$ cat src/rtl/basic_block_window.sv
// Regex execution unit for one thread against a window of 2^CC_ID_BITS characters.
// Fetches the instruction at pc, executes it, and emits up to two successor threads or an accept pulse.
module basic_block_window #(
    parameter int PC_WIDTH          = 8,
    parameter int CHARACTER_WIDTH   = 8,
    parameter int MEMORY_WIDTH      = 16,
    parameter int MEMORY_ADDR_WIDTH = 11,
    parameter int CC_ID_BITS        = 2
) (
    input  logic                                        clk,
    input  logic                                        reset,
    input  logic [CHARACTER_WIDTH*(2**CC_ID_BITS)-1:0]  current_characters,
    input  logic                                        input_pc_valid,
    input  logic [PC_WIDTH-1:0]                         input_pc,
    input  logic [CC_ID_BITS-1:0]                       input_cc_id,
    output logic                                        input_pc_ready,
    input  logic                                        memory_ready,
    output logic [MEMORY_ADDR_WIDTH-1:0]                memory_addr,
    input  logic [MEMORY_WIDTH-1:0]                     memory_data,
    output logic                                        memory_valid,
    output logic                                        output_pc_valid,
    output logic [PC_WIDTH-1:0]                         output_pc,
    output logic [CC_ID_BITS-1:0]                       output_cc_id,
    output logic                                        output_pc_is_directed_to_current,
    input  logic                                        output_pc_ready,
    output logic                                        accepts
);

    localparam int WINDOW                 = 2 ** CC_ID_BITS;
    localparam int OPCODE_WIDTH           = 3;
    localparam int INSTRUCTION_DATA_WIDTH = MEMORY_WIDTH - OPCODE_WIDTH;

    typedef enum logic [OPCODE_WIDTH-1:0] {
        OP_ACCEPT                = 3'd0,
        OP_SPLIT                 = 3'd1,
        OP_MATCH_CHAR            = 3'd2,
        OP_JMP                   = 3'd3,
        OP_END_WITHOUT_ACCEPTING = 3'd4,
        OP_MATCH_ANY             = 3'd5,
        OP_ACCEPT_PARTIAL        = 3'd6,
        OP_NOT_MATCH_CHAR        = 3'd7
    } opcode_t;

    typedef enum logic [2:0] {
        ST_IDLE,
        ST_FETCH,
        ST_WAIT,
        ST_EXEC,
        ST_OUT1,
        ST_OUT2
    } state_t;

    state_t                      state;
    logic [PC_WIDTH-1:0]         pc_reg;
    logic [CC_ID_BITS-1:0]       cc_reg;
    logic [MEMORY_WIDTH-1:0]     instr_reg;

    logic [CHARACTER_WIDTH-1:0]  window [WINDOW];
    logic [CHARACTER_WIDTH-1:0]  ch;
    opcode_t                     fetched_op;
    opcode_t                     exec_op;
    logic [INSTRUCTION_DATA_WIDTH-1:0] exec_data;
    logic [PC_WIDTH-1:0]         pc_next;
    logic [CC_ID_BITS-1:0]       cc_next;
    logic                        accept_now;
    logic                        consume_emit;
    logic                        unused_instr;

    always_comb begin
        for (int k = 0; k < WINDOW; k++) begin
            window[k] = current_characters[k*CHARACTER_WIDTH +: CHARACTER_WIDTH];
        end
    end

    assign ch         = window[cc_reg];
    assign fetched_op = opcode_t'(memory_data[MEMORY_WIDTH-1 -: OPCODE_WIDTH]);
    assign exec_op    = opcode_t'(instr_reg[MEMORY_WIDTH-1 -: OPCODE_WIDTH]);
    assign exec_data  = instr_reg[INSTRUCTION_DATA_WIDTH-1:0];
    assign pc_next    = pc_reg + PC_WIDTH'(1);
    assign cc_next    = cc_reg + CC_ID_BITS'(1);
    // Data bits above the pc/character fields are reserved in this instruction set.
    assign unused_instr = ^instr_reg;

    // accepts is registered on the edge that latches the word, so it is decided from memory_data directly.
    assign accept_now = (fetched_op == OP_ACCEPT && ch == '0) || (fetched_op == OP_ACCEPT_PARTIAL);

    always_comb begin
        consume_emit = 1'b0;
        case (exec_op)
            OP_MATCH_CHAR:     consume_emit = (ch == exec_data[CHARACTER_WIDTH-1:0]);
            OP_NOT_MATCH_CHAR: consume_emit = (ch != exec_data[CHARACTER_WIDTH-1:0]);
            OP_MATCH_ANY:      consume_emit = 1'b1;
            default:           consume_emit = 1'b0;
        endcase
    end

    // NOTE: every state and output register uses non-blocking assignment so all update together at the edge.
    always_ff @(posedge clk or posedge reset) begin
        if (reset) begin
            state                            <= ST_IDLE;
            pc_reg                           <= '0;
            cc_reg                           <= '0;
            instr_reg                        <= '0;
            input_pc_ready                   <= 1'b1;
            memory_valid                     <= 1'b0;
            memory_addr                      <= '0;
            output_pc_valid                  <= 1'b0;
            output_pc                        <= '0;
            output_cc_id                     <= '0;
            output_pc_is_directed_to_current <= 1'b0;
            accepts                          <= 1'b0;
        end else begin
            case (state)
                ST_IDLE: begin
                    if (input_pc_valid) begin
                        pc_reg         <= input_pc;
                        cc_reg         <= input_cc_id;
                        memory_addr    <= MEMORY_ADDR_WIDTH'(input_pc);
                        memory_valid   <= 1'b1;
                        input_pc_ready <= 1'b0;
                        state          <= ST_FETCH;
                    end
                end
                ST_FETCH: begin
                    if (memory_ready) begin
                        memory_valid <= 1'b0;
                        state        <= ST_WAIT;
                    end
                end
                ST_WAIT: begin
                    instr_reg <= memory_data;
                    accepts   <= accept_now;
                    state     <= ST_EXEC;
                end
                ST_EXEC: begin
                    accepts                          <= 1'b0;
                    output_cc_id                     <= cc_reg;
                    output_pc_is_directed_to_current <= 1'b1;
                    if (consume_emit) begin
                        output_pc_valid                  <= 1'b1;
                        output_pc                        <= pc_next;
                        output_cc_id                     <= cc_next;
                        output_pc_is_directed_to_current <= (cc_next != '0);
                        state                            <= ST_OUT1;
                    end else if (exec_op == OP_JMP) begin
                        output_pc_valid <= 1'b1;
                        output_pc       <= exec_data[PC_WIDTH-1:0];
                        state           <= ST_OUT1;
                    end else if (exec_op == OP_SPLIT) begin
                        output_pc_valid <= 1'b1;
                        output_pc       <= pc_next;
                        state           <= ST_OUT1;
                    end else begin
                        input_pc_ready <= 1'b1;
                        state          <= ST_IDLE;
                    end
                end
                ST_OUT1: begin
                    if (output_pc_ready) begin
                        if (exec_op == OP_SPLIT) begin
                            output_pc <= exec_data[PC_WIDTH-1:0];
                            state     <= ST_OUT2;
                        end else begin
                            output_pc_valid <= 1'b0;
                            input_pc_ready  <= 1'b1;
                            state           <= ST_IDLE;
                        end
                    end
                end
                ST_OUT2: begin
                    if (output_pc_ready) begin
                        output_pc_valid <= 1'b0;
                        input_pc_ready  <= 1'b1;
                        state           <= ST_IDLE;
                    end
                end
                default: begin
                    output_pc_valid <= 1'b0;
                    memory_valid    <= 1'b0;
                    input_pc_ready  <= 1'b1;
                    state           <= ST_IDLE;
                end
            endcase
        end
    end

endmodule

$ cat config.mk
export PLATFORM = sky130hd
export DESIGN_NAME = basic_block_window
export DESIGN_NICKNAME = d
export VERILOG_FILES = /design/src/rtl/basic_block_window.sv
export SDC_FILE = /design/constraint.sdc
export NUM_CORES = 1
export LEC_CHECK = 0
export BUFFER_PORTS_ARGS = -buffer_cell sky130_fd_sc_hd__buf_2
export CAP_MARGIN = 20
export CELL_PAD_IN_SITES_DETAIL_PLACEMENT = 0
export CELL_PAD_IN_SITES_GLOBAL_PLACEMENT = 1
export CORE_MARGIN = 2
export CORE_UTILIZATION = 35
export CTS_BUF_LIST = sky130_fd_sc_hd__clkbuf_8
export DETAILED_ROUTE_END_ITERATION = 16
export GPL_ROUTABILITY_DRIVEN = 0
export HOLD_SLACK_MARGIN = 0.15
export PLACE_DENSITY_LB_ADDON = 0.15
export SETUP_SLACK_MARGIN = 0.3
export SLEW_MARGIN = 20
export SYNTH_ARGS = -nofsm -noshare
export SYNTH_HDL_FRONTEND = slang
export SYNTH_SLANG_ARGS = --single-unit
$ cat constraint.sdc
create_clock -name clk -period 2.45 [get_ports clk]
set_clock_uncertainty 0.1 [all_clocks]
set_input_delay 0.49 -clock clk [delete_from_list [all_inputs] [get_ports clk]]
set_output_delay 0.49 -clock clk [all_outputs]
set_load 0.05 [all_outputs]
==> results.txt <==
Status = finished, violations left
Failing checks = setup timing
Post-synthesis sequential area ratio = 39.5%
Total track usage = 18.1%
Delay-heaviest family, CP = compound AO/OA/AOI/OAI gates
WP buf/inv = 3
Global-route met2 utilization = 29.1%
CP endpoint kind = register
Port bufs = 80
Cell row count = 30
Total iterations of the first detailed-routing run = 5
Ys async rst share = 100%
Final ANT Viol Nets = 0
CTS root buf = clkbuf_8
Multi-input gate area = 1470 um^2
Period utilisation layout = 101%
Initial antenna violation count = 0
Worst skew pair latency = 0.29 ns
CTS tree = done
Clock Pin Slew Worst Setup and Hold Paths = 0.08 ns
Top_reg_cell synth = dfrtp_1
Initial core utilization = 36.2%
H-tree depth = 2
Startpoint types = register
Crit-path cells = buf_8 -> mux4_2 -> xnor2_2 -> buf_4 -> and4_4 -> buf_4 -> a221oi_1 -> o21ai_1 -> a32o_1
Max FFs per register = 11
PnR worst setup slack = -0.0237 ns
Slew headroom = 59.4%
Total CTS buffers = 5
Mapped Area = 2470 um^2
RSZ-0062 raised after global routing = true
Max rail drop VDD = 0.000611 V
Drt drc = 0
Gr ovfl total = 0
Post-Synthesis Cells = 236
CP Data Arrival Time = 2.56 ns
Layout cells sized above 1 = 49.6%
Vias/cell = 5.14
Clk buf depth = 2
PwrDens = 1390 nW/um^2
Met3 global-route usage = 3.68%
Grt peak-use layer = met2
DRT iter0 DRCs = 99
EDFF count, synth = 0
Synth unique cells = 53
Worst Path Required = 2.53 ns
# diodes = 0
Synth-to-Final Area Change = 34.2%
Total number of vias = 2226
Max incr delay on CP = 0.54 ns
Largest net degree at the start of global routing = 40
Syn Area/Cell = 10.5 um^2
Max Cap Violations = 0
Min Clock Period, post-route = 2.47 ns
Clk sinks = 39
Number of global-route vias before repair = 2240
M1 GR Usage = 24.8%
Final Hold Viols = 0
Placed cell area = 3070 um^2
Setup TNS = -0.0237 ns
Min-Delay Path Class = in -> async
Final Instance Area = 3320 um^2
Die Wd = 88.1 um
Worst path most repeated cell = buf_4
DIE HEIGHT = 88.1 um
Pre-CTS setup slack = -0.321 ns
Die area = 7760 um^2
Total core area = 6830 um^2
Worst-Margin Slew = 0.610 ns
Crit-path slowest cell = mux4_2
Wirelength per Cell = 15.8 um
Worst-path fanout max = 6
Filler cell count = 736
Num ports = 89
FMAX = 404 MHz
Design Power = 4.63 mW
Final setup violation count = 1
Ys Warns = 0
Pins Over Slew Limit = 0
Final net count = 403
Total wire length = 6860 um
First-pass GRT wire length = 10700 um
Number of synthesized register bits = 39
Dpl hpwl = 5100 um
Reg area = 980 um^2
Critical path type = reg -> reg
Pleak = 1.49 nW
where the power goes:
| part | switching, mW | internal, mW | total (mW) |
|---|---|---|---|
| clock network | 0.235 | 0.256 | 0.491 |
| registers | 0.353 | 0.962 | 1.31 |
| logic | 1.62 | 1.20 | 2.82 |
| total | 2.21 | 2.42 | 4.63 |
cell usage after synthesis (all sizes together) (4+ instances only):
cell type  number  share of area, %
nor2           20               3.0
a21oi          14               2.8
xnor2           8               3.1
buf             9               3.0
nand2          10               1.5
dfrtp          38                38
mux4            7               7.3
o21ai          11               2.4
inv            10               1.5
nand3           7               1.4
a211oi          5               1.5
xor2            5               1.8
ha              4               2.0
nor4            6               1.5
a32o            7               2.8
mux2i           4               1.6
clkbuf          7               1.1
mux2           19               8.6
what timing repair did:
action                     in CTS  in global routing
resized for setup              28                  9
setup buffers                   3                  2
setup endpoints to repair      14                 15
pin swaps                       4                 10
hold buffers                    0                  0
tightest hold or removal path, stage by stage:
cell   delay (ns)
buf_2        0.09
inv_1        0.04
buf_4        0.44
metrics by stage:
step / utilization [%] / cells / hold WS, ns
4_1_cts: 47.8 / 431 / 0.242
2_1_floorplan: - / 238 / 0.417
3_3_place_gp: 44.9 / 420 / 0.398
6_report: 48.6 / 433 / 0.223
3_5_place_dp: 44.9 / 420 / 0.403
5_1_grt: 48.6 / 433 / 0.267
worst paths after layout:
path                              endpoint  slack, ns             from  depth (start not counted)
max                        output_cc_id[1]      -0.02        cc_reg[0]                          9
min                         memory_addr[5]       0.22            reset                          3
max reg2reg                output_cc_id[1]      -0.02        cc_reg[0]                          9
min reg2reg                output_cc_id[0]       0.41  output_cc_id[0]                          1
max in group asynchronous        cc_reg[0]       1.65            reset                          3
min in group clk            memory_addr[0]       0.31      input_pc[0]                          3
layer usage:
metal / wire length [um] / part of all wire [%] / vias to the layer above
li1: - / - / 1079
met1: 3140 / 46 / 1079
met2: 3350 / 49 / 61
met3: 291 / 4.2 / 7
met4: 72 / 1.1 / 0
met5: 0 / 0 / -
cells by family (layout without fill, tap and decap cells):
| group | Yosys count | count (layout) | share of synthesized area [%] |
|---|---|---|---|
| xor+xnor | 13 | 13 | 4.90 |
| buf+inv | 26 | 125 | 5.61 |
| other cells | 1 | 3 | 0.152 |
| compound gates | 53 | 53 | 15.0 |
| simple gates | 70 | 70 | 15.3 |
| fa+ha+maj | 4 | 4 | 2.02 |
| mux | 30 | 30 | 17.5 |
| flops | 39 | 39 | 39.5 |
layout by cell type (no fill, tap or decap), types with 3 or more instances in the layout:
| cell | synthesis | routed |
|---|---|---|
| buf_4 | 3 | 25 |
| o21ai_0 | 10 | 8 |
| nand3b_1 | 3 | 3 |
| a32o_1 | 7 | 7 |
| nor2_1 | 20 | 20 |
| buf_2 | 3 | 80 |
| mux4_2 | 1 | 7 |
| xor2_1 | 5 | 5 |
| nand3_1 | 7 | 7 |
| xnor2_2 | 1 | 6 |
| conb_1 | 1 | 3 |
| nand2_1 | 10 | 10 |
| mux2_2 | 19 | 19 |
| a211oi_1 | 5 | 4 |
| inv_1 | 10 | 10 |
| dfrtp_1 | 38 | 36 |
| clkbuf_8 | 0 | 7 |
| nor2b_1 | 3 | 3 |
| nor4_1 | 6 | 5 |
| a21oi_1 | 14 | 13 |
| ha_1 | 4 | 4 |
cell type report:
| type | instances | area share, % |
|---|---|---|
| clock buffers | 7 | 2.90 |
| clock inverters | 1 | 0.226 |
| inverters | 10 | 1.13 |
| multi-input cells | 173 | 44.1 |
| flip-flops and latches | 39 | 29.5 |
| well taps | 96 | 3.62 |
| repair buffers | 107 | 18.5 |
(Power assumes the default switching activity.)
